<file path="config.mk">
export PLATFORM = sky130hd
export DESIGN_NAME = demux1x2_stream
export DESIGN_NICKNAME = d
export VERILOG_FILES = /design/src/rtl/demux1x2_stream.sv
export SDC_FILE = /design/constraint.sdc
export NUM_CORES = 1
export LEC_CHECK = 0
export CAP_MARGIN = 10
export CORE_MARGIN = 3
export CORE_UTILIZATION = 48
export CTS_BUF_LIST = sky130_fd_sc_hd__clkbuf_4 sky130_fd_sc_hd__clkbuf_8
export CTS_CLUSTER_SIZE = 16
export DETAILED_ROUTE_END_ITERATION = 10
export PLACE_DENSITY = 0.87
export SYNTH_ARGS = -nofsm -noshare
export SYNTH_HDL_FRONTEND = slang
export SYNTH_SLANG_ARGS = --single-unit
</file>
<file path="constraint.sdc">
create_clock -name clk -period 2.25 [get_ports clk]
set_input_delay 0.3375 -clock clk [delete_from_list [all_inputs] [get_ports clk]]
set_output_delay 0.3375 -clock clk [all_outputs]
set_load 0.05 [all_outputs]
</file>
<file path="src/rtl/demux1x2_stream.sv">
// demux1x2_stream: routes one valid/ready stream to y0 or y1 by in_sel, each output with its own one-deep register.
// Latency 1 cycle; a word accepted at an edge is on yk_valid/yk_data right after it, one word per clock per output.
// Backpressure: in_ready drops only when the selected output is FULL and stalled. Optional counters: DEMUX1X2_CNT_EN.
module demux1x2_stream #(
  parameter int WIDTH     = 32,
  parameter int CNT_WIDTH = 8
) (
  input  logic             clk,
  input  logic             clrn,
  input  logic             in_valid,
  output logic             in_ready,
  input  logic [WIDTH-1:0] in_data,
  input  logic             in_sel,
  output logic             y0_valid,
  input  logic             y0_ready,
  output logic [WIDTH-1:0] y0_data,
  output logic             y1_valid,
  input  logic             y1_ready,
  output logic [WIDTH-1:0] y1_data
`ifdef DEMUX1X2_CNT_EN
  ,
  output logic [CNT_WIDTH-1:0] cnt0,
  output logic [CNT_WIDTH-1:0] cnt1
`endif
);

  localparam logic [0:0] EMPTY = 1'b0;
  localparam logic [0:0] FULL  = 1'b1;

  logic [0:0]       st0, st1;
  logic [WIDTH-1:0] dat0, dat1;
  logic             sel_empty, sel_ready;
  logic             acc, a0, a1, dr0, dr1;

  if (WIDTH < 1 || CNT_WIDTH < 1) begin : g_bad_params
    $error("demux1x2_stream: WIDTH and CNT_WIDTH must be at least 1");
  end

  // Only the selected channel gates the producer, so a stalled channel never blocks the other.
  always_comb begin
    sel_empty = 1'b0;
    sel_ready = 1'b0;
    if (in_sel) begin
      sel_empty = (st1 == EMPTY);
      sel_ready = y1_ready;
    end else begin
      sel_empty = (st0 == EMPTY);
      sel_ready = y0_ready;
    end
  end

  assign in_ready = sel_empty | sel_ready;
  assign acc      = in_valid & in_ready;
  assign a0       = acc & ~in_sel;
  assign a1       = acc &  in_sel;

  assign y0_valid = (st0 == FULL);
  assign y1_valid = (st1 == FULL);
  assign y0_data  = dat0;
  assign y1_data  = dat1;
  assign dr0      = y0_valid & y0_ready;
  assign dr1      = y1_valid & y1_ready;

  always_ff @(posedge clk or negedge clrn) begin
    if (!clrn) begin
      st0  <= EMPTY;
      dat0 <= '0;
    end else begin
      case (st0)
        EMPTY: begin
          if (a0) begin
            st0  <= FULL;
            dat0 <= in_data;
          end
        end
        FULL: begin
          // Drain and reload in the same edge keeps the channel FULL with no bubble.
          if (dr0) begin
            if (a0) dat0 <= in_data;
            else    st0  <= EMPTY;
          end
        end
      endcase
    end
  end

  always_ff @(posedge clk or negedge clrn) begin
    if (!clrn) begin
      st1  <= EMPTY;
      dat1 <= '0;
    end else begin
      case (st1)
        EMPTY: begin
          if (a1) begin
            st1  <= FULL;
            dat1 <= in_data;
          end
        end
        FULL: begin
          if (dr1) begin
            if (a1) dat1 <= in_data;
            else    st1  <= EMPTY;
          end
        end
      endcase
    end
  end

`ifdef DEMUX1X2_CNT_EN
  // Free-running delivery counters; wrap silently.
  always_ff @(posedge clk or negedge clrn) begin
    if (!clrn) begin
      cnt0 <= '0;
      cnt1 <= '0;
    end else begin
      if (dr0) cnt0 <= cnt0 + 1'b1;
      if (dr1) cnt1 <= cnt1 + 1'b1;
    end
  end
`else
  // Counters not built; CNT_WIDTH is kept so parameter overrides stay valid.
`endif

endmodule

</file>
==> run metrics, run 1 <==
status completed; worst setup path class reg2out; Cell Chain, Critical Path clkdlybuf4s50_1; post-CTS sizing 0; post-synth net total 185; CP Launch Type flop; pwr/cell area ~1000 nW/um^2; overall global routing resource usage 0.197; Final #Nets 300; Pleak between 1.5 and 2 nW; crit path max fanout 2; Final GP Congestion 0.728; R2R cell count 4; flops & latches, synth 66; first-pass GRT wire length about 9400 microns; CP Capture Type output pin; slowest CP cell clkdlybuf4s50_1; Clock Latency Late Sink ~0.33 ns; Die H ~81 microns; main combinational cell family by area after synthesis multiplexers; die width between 80 and 90 microns; wire length per cell 17.3 microns; Slew headroom 0.559; Setup Skew around 0.0087 ns; antenna fix cells 0; initial detailed-routing violation count 41; input/output buffers between 100 and 150; Initial Util 0.510; count of cell types in the netlist 14; Routed Antenna Nets 0; Worst EP required roughly 1.9 ns; synth warn 0; Worst-path clk slew around 0.070 ns; hold crit path type in2async; Detail Placement HPWL 4250 microns; Sink Count between 60 and 70; Clock Path Buffers 2; Final Hold Violating Endpoints 0; total wire length about 5800 microns; share of layout cells above drive strength 1 0.338; postcts setup bufs 0; maximum vdd drop about 600 uV; Arr. time, crit path about 1.6 ns; number of core rows 26; fill cell count 330; drc violations 0; adder-cell share of the synthesized area 0; Final Max Slew Viols 0; DR vias/cell slightly below 5; CP peak stage delay around 0.84 ns; total CTS buffers 9; simple-gate share of the synthesized area 0.0290; core area roughly 5200 sq um; Setup TNS 0 ns; initial antenna violation count 0; Synth Area in Compound Gates 0.00187; Mapped Cells 147; Setup-failing EPs final 0; Setup WS post-layout roughly 0.36 ns; vias in the first global route approximately 1800; critical path depth in cells 1; Fmax achieved between 500 and 600 MHz; Avg Inst Size Synth 18.2 sq um; hold_buf cts 0; max-cap violations 0; min Tclk post-route 1.89 ns; Clk Tree Root Cell clkbuf_8; unrepaired setup endpoints after global routing no; GRT overflow 0; Critical path buffers and inverters 1; Worst Tran Pin Value approximately 0.66 ns; Mapped Area about 2700 sq um; DRT Pass-1 Iters 4; die area between 6000 and 7000 sq um; Top delay family on crit path buffers and inverters; XOR/XNOR Fraction of Synth Area 0; Final Cycle Share 0.839; mux contribution to synthesized area 0.312; Seq/Total Area, Yosys 0.618; htree depth 3; DR vias roughly 1600; pin count of the biggest net entering global routing 33; synthesis-to-layout area growth 47.6%; Post-Place Setup Slack around 0.32 ns; Ports 105; CTS tree built
[per-layer routing]
metal	GRT usage	routed length, microns	up-vias
met5	0	0	-
met4	0.0912	94	0
met3	0.0729	482	8
met2	0.323	2940	65
met1	0.230	2300	823
li1	-	-	741
[flip-flops by register name, indices dropped and copies added, names as in the netlist]
name      flops
y0_data      32
y0_valid      1
y1_data      32
y1_valid      1
[layout by cell type (no fill, tap or decap), drive strengths merged]
master,Yosys,layout
nor2b,1,1
nand2,2,2
a21oi,1,1
clkinvlp,0,1
nor2,2,2
clkbuf,0,13
dfrtp,66,66
mux2,64,64
and2b,1,1
clkdlybuf4s50,0,102
clkinv,0,1
nand2b,3,3
buf,7,9
[worst paths after layout]
| check | from | end | slack (ns) |
|---|---|---|---|
| setup reg to reg | y1_valid | y1_data[24] | 0.74 |
| hold reg to reg | y1_data[19] | y1_data[19] | 0.50 |
| max in group asynchronous | clrn | y1_data[24] | 1.59 |
| setup / recovery | y0_data[14] | y0_data[14] | 0.36 |
| hold / removal | clrn | y0_data[1] | 0.03 |
| min in group clk | y1_data[19] | y1_data[19] | 0.50 |
[metrics by stage]
stage / total power [mW] / hold WS [ns] / utilization / std cells / cell area, sq um
global placement: 3.19 / 0.407 / 0.719 / 321 / 3770
floorplan: 2.60 / 0.0419 / - / 147 / 2670
global route: 4.23 / 0.0737 / 0.753 / 336 / 3950
CTS: 4.12 / 0.0442 / 0.753 / 336 / 3950
finish: 4.08 / 0.0276 / 0.753 / 336 / 3950
detailed placement: 3.21 / 0.409 / 0.719 / 321 / 3770
[cells by family (layout without fill, tap and decap cells)]
family / after synthesis / in the layout
AOI/OAI and AO/OA: 1 / 1
muxes: 64 / 64
DFF: 66 / 66
buffers and inverters: 7 / 126
and+or+nand+nor: 9 / 9
[Yosys cell counts]
master    number  area (sq um)
and2b_1        1          7.51
mux2_4        30           450
nor2b_4        1          13.8
nand2b_1       1          6.26
buf_12         3          60.1
mux2_1         2          22.5
a21oi_1        1          5.00
nand2b_4       2          27.5
nor2_4         1          11.3
buf_6          4          45.0
dfrtp_1       66          1650
mux2_2        32           360
nand2_1        2          7.51
nor2_1         1          3.75
[area by class of cell]
type / instances / area, sq um / area share
Tap cell: 70 / 87.6 / 0.0222
Clock inverter: 2 / 12.5 / 0.00317
Sequential cell: 66 / 1650 / 0.419
Multi-Input combinational cell: 74 / 916 / 0.232
Timing Repair Buffer: 111 / 1110 / 0.282
Clock buffer: 13 / 166 / 0.0422
[power by group]
group / switching, mW / leakage [nW] / internal (mW)
sequential: 0.120 / 0.777 / 1.40
combinational: 1.02 / 0.847 / 0.652
clock: 0.416 / 0.0923 / 0.477
Power figures use the tool's default switching activity.
==> run 2, diff against run 1 <==
CORE_UTILIZATION = 45   (was 48)
PLACE_DENSITY = 0.82   (was 0.87)
clock period = 1.85 ns   (was 2.25 ns; I/O delays follow)
==> run 2 against run 1 <==
Sequential share of layout area is 1.2 points lower. First-iteration DRC count increased by 37%. Total power grew 25%. Critical endpoint is now y0_data[20].
==> run metrics, run 2 (synthesized netlist as in run 1, its figures left out) <==
status completed; pin count of the biggest net entering global routing 67 (+100%); Final Hold Violating Endpoints 0 (unchanged); Clock Path Buffers 2 (unchanged); wire length on met3 453 microns (-6.0%); Final GP Congestion 0.741 (+1.7%); total CTS buffers 9 (unchanged); Detail Placement HPWL 4020 microns (-5.4%); Worst EP required 1.57 ns (-0.34 ns); Final Max Slew Viols 0 (unchanged); Final #Nets 299 (-0.33%); initial detailed-routing violation count 56 (+37%); die area 6900 sq um (+6.2%); Clk Tree Root Cell clkbuf_8; Post-Place Setup Slack 0.0577 ns (-0.263 ns); FF+latch area 1650 sq um (unchanged); first-pass GRT wire length 9390 microns (+0.14%); WL met2 2770 microns (-5.7%); htree depth 3 (unchanged); postcts setup bufs 0 (unchanged); max-cap violations 0 (unchanged); Sink Count 66 (unchanged); Slew headroom 0.641 (+0.0821); CP peak stage delay 0.81 ns (-0.03 ns); Routed Antenna Nets 0 (unchanged); crit path max fanout 2 (unchanged); slowest CP cell clkdlybuf4s50_1; Worst-path clk slew 0.08 ns (about the same); CP Launch Type flop; commonest non-fill, non-tap cells in the layout clkdlybuf4s50_1 (79), dfrtp_1 (66), mux2_2 (32); Cell Chain, Critical Path clkdlybuf4s50_1; min Tclk post-route 1.80 ns; maximum vdd drop 867 uV (+45%); number of core rows 27 (+3.8%); Critical path buffers and inverters 1 (unchanged); DR top layer met4; leading cell type in the layout, fill and taps excluded clkdlybuf4s50_1; synthesis-to-layout area growth 51.8%; Die H 83.1 microns (+3.0%); input/output buffers 104 (unchanged); Setup TNS 0 ns (unchanged); fill cell count 366 (+11%); die width 83.1 microns (+3.0%); Post-DP Area 3800 sq um (+0.90%); share of layout cells above drive strength 1 0.350 (+0.0113); core area 5640 sq um (+7.7%); CP Capture Type output pin; antenna fix cells 0 (unchanged); vias in the first global route 1786 (-3.1%); overall global routing resource usage 0.176 (-0.0218); DR vias 1637 (unchanged); drc violations 0 (unchanged); CTS tree built; GRT overflow 0 (unchanged); Fmax achieved between 500 and 600 MHz; Worst Tran Pin Value 0.537 ns (-0.124 ns); Clock Latency Late Sink 0.34 ns (about the same); pwr/cell area 1250 nW/um^2 (+21%); total wire length 5750 microns (-1.1%); Ports 105 (unchanged); initial antenna violation count 0 (unchanged); area of the multi-input gates 920 sq um (+0.41%); wire length per cell 17.0 microns (-1.7%); unrepaired setup endpoints after global routing no; Arr. time, crit path 1.52 ns (-0.03 ns); worst setup path class reg2out; Design Area, Final 4060 sq um (+2.9%); Final Cycle Share 0.972; Initial Util 0.474 (-0.0366); Top delay family on crit path buffers and inverters; hold crit path type in2async; Pleak 1.91 nW (+11%); Setup Skew 0.00605 ns (-0.00264 ns); WL met1 2430 microns (+5.7%); Setup-failing EPs final 0 (unchanged); Setup WS post-layout 0.0517 ns (-0.310 ns); DR vias/cell 4.84 (-0.59%); DRT Pass-1 Iters 4 (unchanged)
run 2: power by group:
part | internal (mW) | switching, mW
logic | 0.791 | 1.23
registers | 1.70 | 0.149
clock network | 0.630 | 0.585
run 2: final timing paths:
kind,from,endpoint,slack [ns],depth (start not counted)
worst max-delay path,y0_data[20],y0_data[20],0.05,1
worst min-delay path,clrn,y0_data[19],0.47,3
worst max register to register,y1_valid,y1_data[20],0.44,4
worst min register to register,y1_data[18],y1_data[18],0.50,1
max in group asynchronous,clrn,y1_data[23],1.09,3
min in group clk,y1_data[18],y1_data[18],0.50,1
run 2: final cells by class:
| class | count | share of cell area |
|---|---|---|
| clock buffer | 9 | 0.0305 |
| sequential | 66 | 0.407 |
| tap | 72 | 0.0222 |
| multi-input combinational | 74 | 0.227 |
| timing repair buffer | 110 | 0.294 |
| clock inverter | 7 | 0.0191 |
run 2: worst register-to-register path, cell delays in order, from the launching register on:
cell and delay, ns:
dfrtp_1 0.38, and2b_1 0.21, nor2_4 0.18, buf_12 0.17
mux2_2 0.35
run 2: timing repair:
action	in CTS	in global routing
endpoints found under the setup margin	1	19
hold buffers	1	0
endpoints found under the hold margin	66	0
cloned	0	0
resized for setup	1	19
run 2: per-stage QoR:
step | std cells | util | power, mW | hold slack [ns]
3_3_place_gp | 321 | 0.674 | 3.89 | 0.323
2_1_floorplan | 147 | - | 3.17 | -0.0181
5_1_grt | 338 | 0.719 | 5.31 | 0.474
3_5_place_dp | 321 | 0.674 | 3.91 | 0.322
4_1_cts | 338 | 0.711 | 5.16 | 0.473
6_report | 338 | 0.719 | 5.08 | 0.471
run 2: metal layers:
layer / vias up / track usage
met4: 0 / 0.0550
met2: 75 / 0.270
met5: - / 0
li1: 738 / -
met3: 8 / 0.0913
met1: 816 / 0.214
==> run 3, diff against run 2 <==
ABC_AREA = 1   (was default)
RECOVER_POWER = 25   (was default)
==> run 3 against run 2 <==
Total power hardly changed. Flip-flop and latch count unchanged. Fmax shrank 0.63%. First-iteration DRC count increased to 3.5 times the previous value. Critical path depth unchanged. Global-route usage up 5.9 points. Largest cell class unchanged. Largest power group is now sequential cells.
==> run metrics, run 3 <==
vias in the first global route 2623 (+47%); htree depth 3 (unchanged); total CTS buffers 9 (unchanged); unrepaired setup endpoints after global routing no; Routed Antenna Nets 0 (unchanged); Detail Placement HPWL 5590 microns (+39%); commonest non-fill, non-tap cells in the layout nand2_1 (135), clkdlybuf4s50_1 (97), dfrtp_1 (66); count of cell types in the netlist 8 (-6); share of layout cells above drive strength 1 0.101 (-0.249); input/output buffers 104 (unchanged); max-cap violations 0 (unchanged); Setup Skew 0.00500 ns (-0.00105 ns); Main synth FF type dfrtp_1; Clk Tree Root Cell clkbuf_8; Post-synth EDFFs 0 (unchanged); number of core rows 27 (unchanged); GRT overflow 0 (unchanged); status completed; DRT Pass-1 Iters 4 (unchanged); DR vias/cell 5.45 (+12%); FFs w/ async S/R, synth 1.00 (unchanged); total wire length 7930 microns (+38%); die width 84.1 microns (+1.2%); Mapped Area 2740 sq um (+2.6%); DR vias 2609 (+59%); non-filler cells, final 479 (+42%); crit path max fanout 2 (unchanged); Seq/Total Area, Yosys 0.602 (-0.0158); core area 5710 sq um (+1.2%); antenna fix cells 0 (unchanged); Initial Util 0.480 (+0.00667); Die H 84.1 microns (+1.2%); CP Launch Type flop; Final #Nets 440 (+47%); initial detailed-routing violation count 194 (+250%); initial antenna violation count 0 (unchanged); Post-synth top cells nand2_1 (135), dfrtp_1 (66), nand4_1 (64); top cells by area, synth dfrtp_1 (60%), nand2_1 (18%), nand4_1 (15%); Clock Latency Late Sink 0.33 ns (about the same); synthesis-to-layout area growth 49.4%; Reg-to-Reg Start y0_valid; CTS tree built; pwr/cell area 1240 nW/um^2 (-0.91%); R2R cell count 4 (unchanged); Pleak 2.02 nW (+6.1%); worst setup path class reg2out; min Tclk post-route 1.81 ns (+0.0115 ns); CP Capture Type output pin; overall global routing resource usage 0.234 (+0.0586); critical path depth in cells 1 (unchanged); count leader, synth nand2_1; WHS 0.334 ns (-0.137 ns); Worst-path clk slew 0.07 ns (about the same); HP Start in_valid; die area 7070 sq um (+2.4%); Final Cycle Share 0.978 (+0.00621); post-synth net total 334 (+81%); placed cells 462 (+44%); Slew headroom 0.418 (-0.224); maximum vdd drop 747 uV (-14%); drc violations 0 (unchanged); Final Hold Violating Endpoints 0 (unchanged); pin count of the biggest net entering global routing 67 (unchanged); Sink Count 66 (unchanged); Worst Tran Pin Value 0.874 ns (+0.336 ns); Final Max Slew Viols 0 (unchanged); Clock Path Buffers 2 (unchanged); Critical path origin y0_data[18]; leading cell type in the layout, fill and taps excluded nand2_1; top cell type's share of synthesized area 0.602 (-0.0158); Worst EP required 1.57 ns (about the same); CP peak stage delay 0.81 ns (about the same); synth warn 0 (unchanged); Critical path buffers and inverters 1 (unchanged); Setup-failing EPs final 0 (unchanged); Yosys top cell by area dfrtp_1; Fmax achieved 553 MHz (-0.63%); post-route core utilization 0.718 (-0.00150); Ports 105 (unchanged); Arr. time, crit path 1.53 ns (about the same); Cell Chain, Critical Path clkdlybuf4s50_1; Setup TNS 0 ns (unchanged); Avg Inst Size Synth 9.27 sq um (-49%); Top delay family on crit path buffers and inverters; Mapped Cells 296 (+100%); hold path cells 3; slowest CP cell clkdlybuf4s50_1; hold crit path type in2reg; wire length per cell 16.6 microns (-2.7%); first-pass GRT wire length 13100 microns (+40%); flops & latches, synth 66 (unchanged); Final GP Congestion 0.841 (+14%)
-- run 3: changes by cell type after synthesis, moves of 2 or more --
cell,before,now
buf_12,3,0
buf_2,0,17
buf_4,0,9
buf_6,4,0
inv_1,0,2
mux2_1,2,0
mux2_2,32,0
mux2_4,30,0
nand2_1,2,135
nand2b_4,2,0
nand3_2,0,2
nand4_1,0,64
-- run 3: through the flow --
step           cell area, sq um  setup slack, ns  total power, mW
6_report                   4100           0.0402             5.09
3_3_place_gp               3850            0.214             3.59
4_1_cts                    4110           0.0343             5.13
3_5_place_dp               3850            0.167             3.62
2_1_floorplan              2740            0.162             2.91
5_1_grt                    4100          0.00178             5.28
-- run 3: path summary, 6_finish.rpt --
| check | slack, ns | endpoint |
|---|---|---|
| worst max-delay path | 0.04 | y0_data[18] |
| worst min-delay path | 0.33 | y0_data[29] |
| worst max register to register | 0.70 | y0_data[4] |
| worst min register to register | 0.47 | y0_data[28] |
| max in group asynchronous | 0.58 | y0_data[19] |
| min in group asynchronous | 0.70 | y1_data[18] |
-- run 3: what timing repair did --
item                                   4_1_cts  5_1_grt
buffers inserted                             0        0
gates resized for setup                      0        1
endpoints found under the hold margin       66        0
hold buffers                                 1        0
setup endpoints to repair                    0        1
-- run 3: cells by family after synthesis --
logic type    after synthesis  share of synthesized area
simple gates              201                      0.338
flops                      66                      0.602
buf+inv                    29                     0.0598
-- run 3: area by class of cell --
class                      count  area [sq um]
clock buffer                  11           151
clock inverter                 5           100
fill                         446          1610
inverter                       3          11.3
multi-input combinational    201           927
sequential                    66          1650
tap                           72          90.1
timing repair buffer         121          1170
-- run 3: power by group --
group / switching (mW) / internal [mW] / total (mW) / leakage [nW]
sequential: 0.136 / 1.67 / 1.81 / 0.818
clock: 0.532 / 0.964 / 1.50 / 0.129
combinational: 1.21 / 0.573 / 1.78 / 1.08
total: 1.88 / 3.21 / 5.09 / 2.02
-- run 3: layer usage --
metal | global-route usage | vias to the layer above | part of all wire | wire length (microns)
met4 | 0.0877 | 0 | 0.020 | 161
met3 | 0.0533 | 14 | 0.071 | 564
met2 | 0.380 | 124 | 0.51 | 4070
met1 | 0.305 | 1250 | 0.40 | 3140
met5 | 0 | - | 0 | 0
li1 | - | 1221 | - | -
